$ cat src/rtl/alu_arbiter_if.sv
// Requester-side handshake bundle for alu_arbiter: request channel plus the tagged response strobe.
interface alu_arbiter_if #(parameter int NREQ = 2);
  logic [NREQ-1:0]    req_valid;
  logic [NREQ-1:0]    req_ready;
  logic [3*NREQ-1:0]  req_op;
  logic [32*NREQ-1:0] req_a;
  logic [32*NREQ-1:0] req_b;
  logic [NREQ-1:0]    req_unsig;
  logic [NREQ-1:0]    resp_valid;
  logic [31:0]        resp_result;
  logic               resp_compout;
  logic               resp_overflow;
  logic               resp_err;

  modport master (
    output req_valid, req_op, req_a, req_b, req_unsig,
    input  req_ready, resp_valid, resp_result, resp_compout, resp_overflow, resp_err
  );

  modport slave (
    input  req_valid, req_op, req_a, req_b, req_unsig,
    output req_ready, resp_valid, resp_result, resp_compout, resp_overflow, resp_err
  );
endinterface

$ cat src/rtl/alu_arbiter.sv
// Two-requester arbiter/sequencer in front of the shared combinational ALU.
// Define ALU_ARB_RR_EN for round-robin conflict resolution; otherwise requester 0 has fixed priority.
module alu_arbiter #(
  parameter int NREQ = 2
) (
  input  logic        clk,
  input  logic        reset,
  alu_arbiter_if.slave bus,
  output logic [31:0] alu_a,
  output logic [31:0] alu_b,
  output logic [2:0]  alu_op,
  output logic        alu_unsig,
  input  logic [31:0] alu_out,
  input  logic        alu_compout,
  input  logic        alu_overflow
);

  // state | meaning
  // IDLE  | grant combinationally, latch request on accept
  // EXEC  | alu_* hold the request, ALU outputs captured at cycle end
  // RESP  | one-cycle response strobe to the owner
  typedef enum logic [1:0] {IDLE, EXEC, RESP} state_t;

  state_t          state, state_nxt;
  logic [NREQ-1:0] grant;
  logic            accept;
  logic            sel;
  logic            legal;
  logic            owner;
  logic            last_grant;
  logic [2:0]      sel_op;
  logic [31:0]     sel_a;
  logic [31:0]     sel_b;
  logic            sel_unsig;

  always_comb begin
    grant = '0;
    case (bus.req_valid)
      2'b01: grant = 2'b01;
      2'b10: grant = 2'b10;
      2'b11: begin
`ifdef ALU_ARB_RR_EN
        grant = last_grant ? 2'b01 : 2'b10;
`else
        grant = 2'b01;
`endif
      end
      default: grant = '0;
    endcase
  end

`ifndef ALU_ARB_RR_EN
  // Still tracked so both builds share identical state behaviour.
  logic unused_last_grant;
  assign unused_last_grant = last_grant;
`endif

  assign sel       = grant[1];
  assign sel_op    = sel ? bus.req_op[5:3]    : bus.req_op[2:0];
  assign sel_a     = sel ? bus.req_a[63:32]   : bus.req_a[31:0];
  assign sel_b     = sel ? bus.req_b[63:32]   : bus.req_b[31:0];
  assign sel_unsig = sel ? bus.req_unsig[1]   : bus.req_unsig[0];
  assign legal     = (sel_op[1:0] != 2'b11);

  always_ff @(posedge clk or posedge reset) begin
    if (reset) state <= IDLE;
    else       state <= state_nxt;
  end

  always_comb begin
    state_nxt      = state;
    bus.req_ready  = '0;
    bus.resp_valid = '0;
    accept         = 1'b0;
    case (state)
      IDLE: begin
        if (!reset) bus.req_ready = grant;
        accept = |(bus.req_valid & bus.req_ready);
        if (accept) state_nxt = legal ? EXEC : RESP;
      end
      EXEC: state_nxt = RESP;
      RESP: begin
        bus.resp_valid = owner ? 2'b10 : 2'b01;
        state_nxt      = IDLE;
      end
      default: state_nxt = IDLE;
    endcase
  end

  always_ff @(posedge clk or posedge reset) begin
    if (reset) begin
      owner             <= 1'b0;
      last_grant        <= 1'b1;
      alu_a             <= '0;
      alu_b             <= '0;
      alu_op            <= '0;
      alu_unsig         <= 1'b0;
      bus.resp_result   <= '0;
      bus.resp_compout  <= 1'b0;
      bus.resp_overflow <= 1'b0;
      bus.resp_err      <= 1'b0;
    end else begin
      if (accept) begin
        owner      <= sel;
        last_grant <= sel;
        if (legal) begin
          alu_a        <= sel_a;
          alu_b        <= sel_b;
          alu_op       <= sel_op;
          alu_unsig    <= sel_unsig;
          bus.resp_err <= 1'b0;
        end else begin
          // Illegal opcodes never reach the ALU; the response is a zeroed error.
          bus.resp_result   <= '0;
          bus.resp_compout  <= 1'b0;
          bus.resp_overflow <= 1'b0;
          bus.resp_err      <= 1'b1;
        end
      end
      if (state == EXEC) begin
        bus.resp_result   <= alu_out;
        bus.resp_compout  <= alu_compout;
        bus.resp_overflow <= alu_overflow;
      end
    end
  end

endmodule
$ cat src/flat_wrapper.sv
// flat-port wrapper written by rule: the top's interface ports become plain ports
module alu_arbiter_flat 
#(
  parameter int NREQ = 2
)
  (clk, reset, alu_a, alu_b, alu_op, alu_unsig, alu_out, alu_compout, alu_overflow, bus_req_valid, bus_req_op, bus_req_a, bus_req_b, bus_req_unsig, bus_req_ready, bus_resp_valid, bus_resp_result, bus_resp_compout, bus_resp_overflow, bus_resp_err);
  alu_arbiter_if #(.NREQ(NREQ)) bus_i ();
  input  logic clk;
  input  logic reset;
  output logic [31:0] alu_a;
  output logic [31:0] alu_b;
  output logic [2:0] alu_op;
  output logic alu_unsig;
  input  logic [31:0] alu_out;
  input  logic alu_compout;
  input  logic alu_overflow;
  input wire logic [$bits(bus_i.req_valid)-1:0] bus_req_valid;
  input wire logic [$bits(bus_i.req_op)-1:0] bus_req_op;
  input wire logic [$bits(bus_i.req_a)-1:0] bus_req_a;
  input wire logic [$bits(bus_i.req_b)-1:0] bus_req_b;
  input wire logic [$bits(bus_i.req_unsig)-1:0] bus_req_unsig;
  output wire logic [$bits(bus_i.req_ready)-1:0] bus_req_ready;
  output wire logic [$bits(bus_i.resp_valid)-1:0] bus_resp_valid;
  output wire logic [$bits(bus_i.resp_result)-1:0] bus_resp_result;
  output wire logic [$bits(bus_i.resp_compout)-1:0] bus_resp_compout;
  output wire logic [$bits(bus_i.resp_overflow)-1:0] bus_resp_overflow;
  output wire logic [$bits(bus_i.resp_err)-1:0] bus_resp_err;
  assign bus_i.req_valid = bus_req_valid;
  assign bus_i.req_op = bus_req_op;
  assign bus_i.req_a = bus_req_a;
  assign bus_i.req_b = bus_req_b;
  assign bus_i.req_unsig = bus_req_unsig;
  assign bus_req_ready = bus_i.req_ready;
  assign bus_resp_valid = bus_i.resp_valid;
  assign bus_resp_result = bus_i.resp_result;
  assign bus_resp_compout = bus_i.resp_compout;
  assign bus_resp_overflow = bus_i.resp_overflow;
  assign bus_resp_err = bus_i.resp_err;
  alu_arbiter #(.NREQ(NREQ)) u_core (.clk(clk), .reset(reset), .bus(bus_i), .alu_a(alu_a), .alu_b(alu_b), .alu_op(alu_op), .alu_unsig(alu_unsig), .alu_out(alu_out), .alu_compout(alu_compout), .alu_overflow(alu_overflow));
endmodule
$ cat config.mk
export PLATFORM = sky130hd
export DESIGN_NAME = alu_arbiter_flat
export DESIGN_NICKNAME = d
export VERILOG_FILES = /design/src/rtl/alu_arbiter_if.sv /design/src/rtl/alu_arbiter.sv /design/src/flat_wrapper.sv
export SDC_FILE = /design/constraint.sdc
export NUM_CORES = 1
export LEC_CHECK = 0
export CAP_MARGIN = 25
export CORE_ASPECT_RATIO = 1.5
export CORE_MARGIN = 1.5
export CORE_UTILIZATION = 35
export CTS_CLUSTER_SIZE = 10
export DETAILED_ROUTE_END_ITERATION = 16
export PLACE_DENSITY = 0.77
export SLEW_MARGIN = 20
export SYNTH_ARGS = -nofsm -noshare
export SYNTH_HDL_FRONTEND = slang
export SYNTH_SLANG_ARGS = --single-unit
$ cat constraint.sdc
create_clock -name clk -period 3.15 [get_ports clk]
set_input_delay 0.63 -clock clk [delete_from_list [all_inputs] [get_ports clk]]
set_output_delay 0.63 -clock clk [all_outputs]
set_load 0.02 [all_outputs]
==> flow_summary.json, run 1 <==
{
  "leakage_nw": 3.67,
  "reg2reg_from": "u_core.state[0]$_DFFE_PP0P_",
  "final_cell_area_sq_mm": 0.00821,
  "die_h_um": 148,
  "clock_latency_ps": 340,
  "start_kind": "input port",
  "rows": 53,
  "synth-compound-area-share": 0.0406,
  "synth_top_area_frac": 0.538,
  "drt_iter0_drc": 92,
  "synth_mux_area_frac": 0.153,
  "dp_slack_ps": 308,
  "grt_max_degree": 107,
  "hpwl_um": 10700,
  "synthFlopType": "dfrtp_1",
  "hold_depth": 1,
  "yosys_warnings": 0,
  "cp-endpoint": "bus_req_ready[1]",
  "start_util": 0.354,
  "area_growth_pct": 66.4,
  "final_common_cell": "clkdlybuf4s50_1",
  "multi_input_area_sq_mm": 0.00211,
  "finalCritPeriodShare": 0.903,
  "htreeDepth": 3,
  "setup-tns-final_ps": 0,
  "post_cts_resized": 0,
  "core_sq_mm": 0.0139,
  "worst_ep_arrival_time_ps": 2220,
  "avgSynthCellArea_sq_um": 9.17,
  "r2r_slack_ps": 1130,
  "startpoint": "reset",
  "nets": 978,
  "cts_setup_buffers": 0,
  "p_per_area_mw_per_mm2": 683,
  "rsz0062_at_grt": "no",
  "synthCells": 538,
  "worst_slack_ps": 305,
  "postRouteAntennaNets": 0,
  "ioPinCount": 281,
  "drive_gt1_frac": 0.0977,
  "dpl.cell_count": 958,
  "synthesis.nets": 712,
  "io_buffers": 280,
  "nFillCells": 1231,
  "worstSetupPathType": "in -> out",
  "antenna_found_initial": 1,
  "timing.fmax_ghz": 0.351,
  "die_area_sq_mm": 0.0148,
  "drtPass1Iterations": 5,
  "peakVddDrop_mv": 0.369,
  "gr-usage-all-layers": 0.199,
  "synth_adder_area_share": 0,
  "hold_path.class": "reg -> reg",
  "chipWidth_um": 99.9,
  "cts-root-buf": "clkbuf_16",
  "ff2ff_path_depth": 4,
  "synth-seq-cells": 106,
  "worst_pin_slew_ps": 727,
  "synth-simple-area-share": 0.230,
  "clkSinkCount": 106,
  "worstSetupEndpointType": "primary output",
  "grt_overflow": 0,
  "ys_top_cells_by_area": "dfrtp_1 (54%), nand2_1 (21%), mux2_2 (10%), mux2_1 (4.6%), o21ai_0 (3.3%)",
  "yosysSeqAreaShare": 0.538,
  "r2r-end": "u_core.alu_a[18]$_DFFE_PP0P_",
  "cts_tree": "yes",
  "async_reset_ff_frac": 1.00,
  "cp_data_required_time_ps": 2520,
  "hold_violations": 0,
  "period_needed_ps": 2850,
  "routabilityCongestion": 0.819,
  "first_global_vias": 4612,
  "final-max-slew-violation-count": 0,
  "viasPerCell": 4.70,
  "ctsHoldBuffers": 0,
  "clockBufferDepth": 2,
  "synth_top_family_by_area": "simple AND/OR/NAND/NOR gates",
  "clk_pin_slew_ps": 70,
  "yosysTopAreaCell": "dfrtp_1",
  "hold_slack_ps": 485,
  "finClkSkew_ps": 8.03,
  "seqCellArea_sq_mm": 0.00265,
  "wl_per_cell_um": 15.1,
  "setup_viol": 0,
  "synth_xor_area_frac": 0,
  "crit_fanout": 3,
  "layout.cells.non_filler": 975,
  "placed_area_sq_mm": 0.00790,
  "grt_pass1_wl_um": 23300,
  "drt-total-wl_um": 14700,
  "yosysUniqueCellTypes": 24,
  "mostFrequentLayoutCells": "clkdlybuf4s50_1 (280), nand2_1 (272), dfrtp_1 (106), mux2_2 (46), o21ai_0 (33)",
  "max-cap-violations": 0,
  "syn_area_sq_mm": 0.00493,
  "cts_made_buffers": 9,
  "vias": 4584,
  "status": "completed",
  "slew-limit-headroom": 0.516,
  "drt_drc_violations_left": 0,
  "synth_enable_flop_cells": 0
}
## critical path: stages
cell	delay [ps]
clkdlybuf4s50_1	470
or3_4	380
nor2_1	130
clkdlybuf4s50_1	610
## cell type report
| class | instances | share of cell area |
|---|---|---|
| timing repair buffer | 290 | 0.357 |
| multi-input combinational | 396 | 0.256 |
| antenna | 1 | 0.000305 |
| sequential | 106 | 0.323 |
| tap | 165 | 0.0251 |
| clock buffer | 10 | 0.0291 |
| inverter | 1 | 0.000914 |
| clock inverter | 6 | 0.00853 |
## state kept, by name (all words and copies together), names as in the netlist
signal                    cells
u_core.alu_a                 32
u_core.alu_b                 32
u_core.bus.resp_result       32
u_core.alu_op                 3
u_core.state                  2
u_core.alu_unsig              1
u_core.bus.resp_compout       1
u_core.bus.resp_err           1
u_core.bus.resp_overflow      1
u_core.owner                  1
## power by group
| group | internal (mW) | total (mW) | switching [mW] |
|---|---|---|---|
| registers | 1.81 | 2.03 | 0.225 |
| logic | 1.26 | 2.41 | 1.15 |
| clock network | 0.648 | 1.16 | 0.517 |
## metrics by stage
stage,utilization,power [mW]
2_1_floorplan,-,3.16
3_3_place_gp,0.567,4.45
3_5_place_dp,0.567,4.50
4_1_cts,0.589,5.68
5_1_grt,0.590,5.92
6_report,0.590,5.61
## cells in the mapped netlist, types with 2 or more instances
cell type  number
nor2b_1         2
nor2_1          6
mux2_1         20
buf_4           7
nand2b_1        3
o21ai_0        33
buf_1           2
clkbuf_1       20
mux2_2         46
a31oi_1         4
and2_1          2
buf_2           3
dfrtp_1       106
buf_6           3
nand2_1       272
## cells by family after synthesis
| group | Yosys count |
|---|---|
| muxes | 67 |
| buffers and inverters | 36 |
| DFF | 106 |
| and+or+nand+nor | 290 |
| AOI/OAI and AO/OA | 39 |
## how the worst min path moves through the flow
| stage | endpoint | start | slack [ps] |
|---|---|---|---|
| 2_1_floorplan | u_core.owner$_DFFE_PP0P_ | u_core.owner$_DFFE_PP0P_ | 480 |
| 3_3_place_gp | u_core.alu_a[11]$_DFFE_PP0P_ | u_core.alu_a[11]$_DFFE_PP0P_ | 470 |
| 3_5_place_dp | u_core.alu_a[19]$_DFFE_PP0P_ | u_core.alu_a[19]$_DFFE_PP0P_ | 470 |
| 4_1_cts | u_core.alu_a[9]$_DFFE_PP0P_ | u_core.alu_a[9]$_DFFE_PP0P_ | 490 |
| 5_1_grt | u_core.alu_a[9]$_DFFE_PP0P_ | u_core.alu_a[9]$_DFFE_PP0P_ | 500 |
| 6_report | u_core.alu_a[19]$_DFFE_PP0P_ | u_core.alu_a[19]$_DFFE_PP0P_ | 480 |
## per-layer routing
layer  wire [um]  up-vias  GRT usage
met5           0        -          0
met3         928       29     0.0465
met4         507        0     0.0852
met2        7490      176      0.344
met1        5800     2129      0.234
li1            -     2250          -
(Power assumes the default switching activity.)
==> inputs of run 2 (changes only) <==
--- a/config.mk
+++ b/config.mk
@@ -9,7 +9,7 @@
 export CORE_ASPECT_RATIO = 1.5
 export CORE_MARGIN = 1.5
 export CORE_UTILIZATION = 35
-export CTS_CLUSTER_SIZE = 10
+export CTS_CLUSTER_SIZE = 20
 export DETAILED_ROUTE_END_ITERATION = 16
 export PLACE_DENSITY = 0.77
 export SLEW_MARGIN = 20
==> results of run 2 <==
Final layout, timing and power as in run 1 (identical DEF).
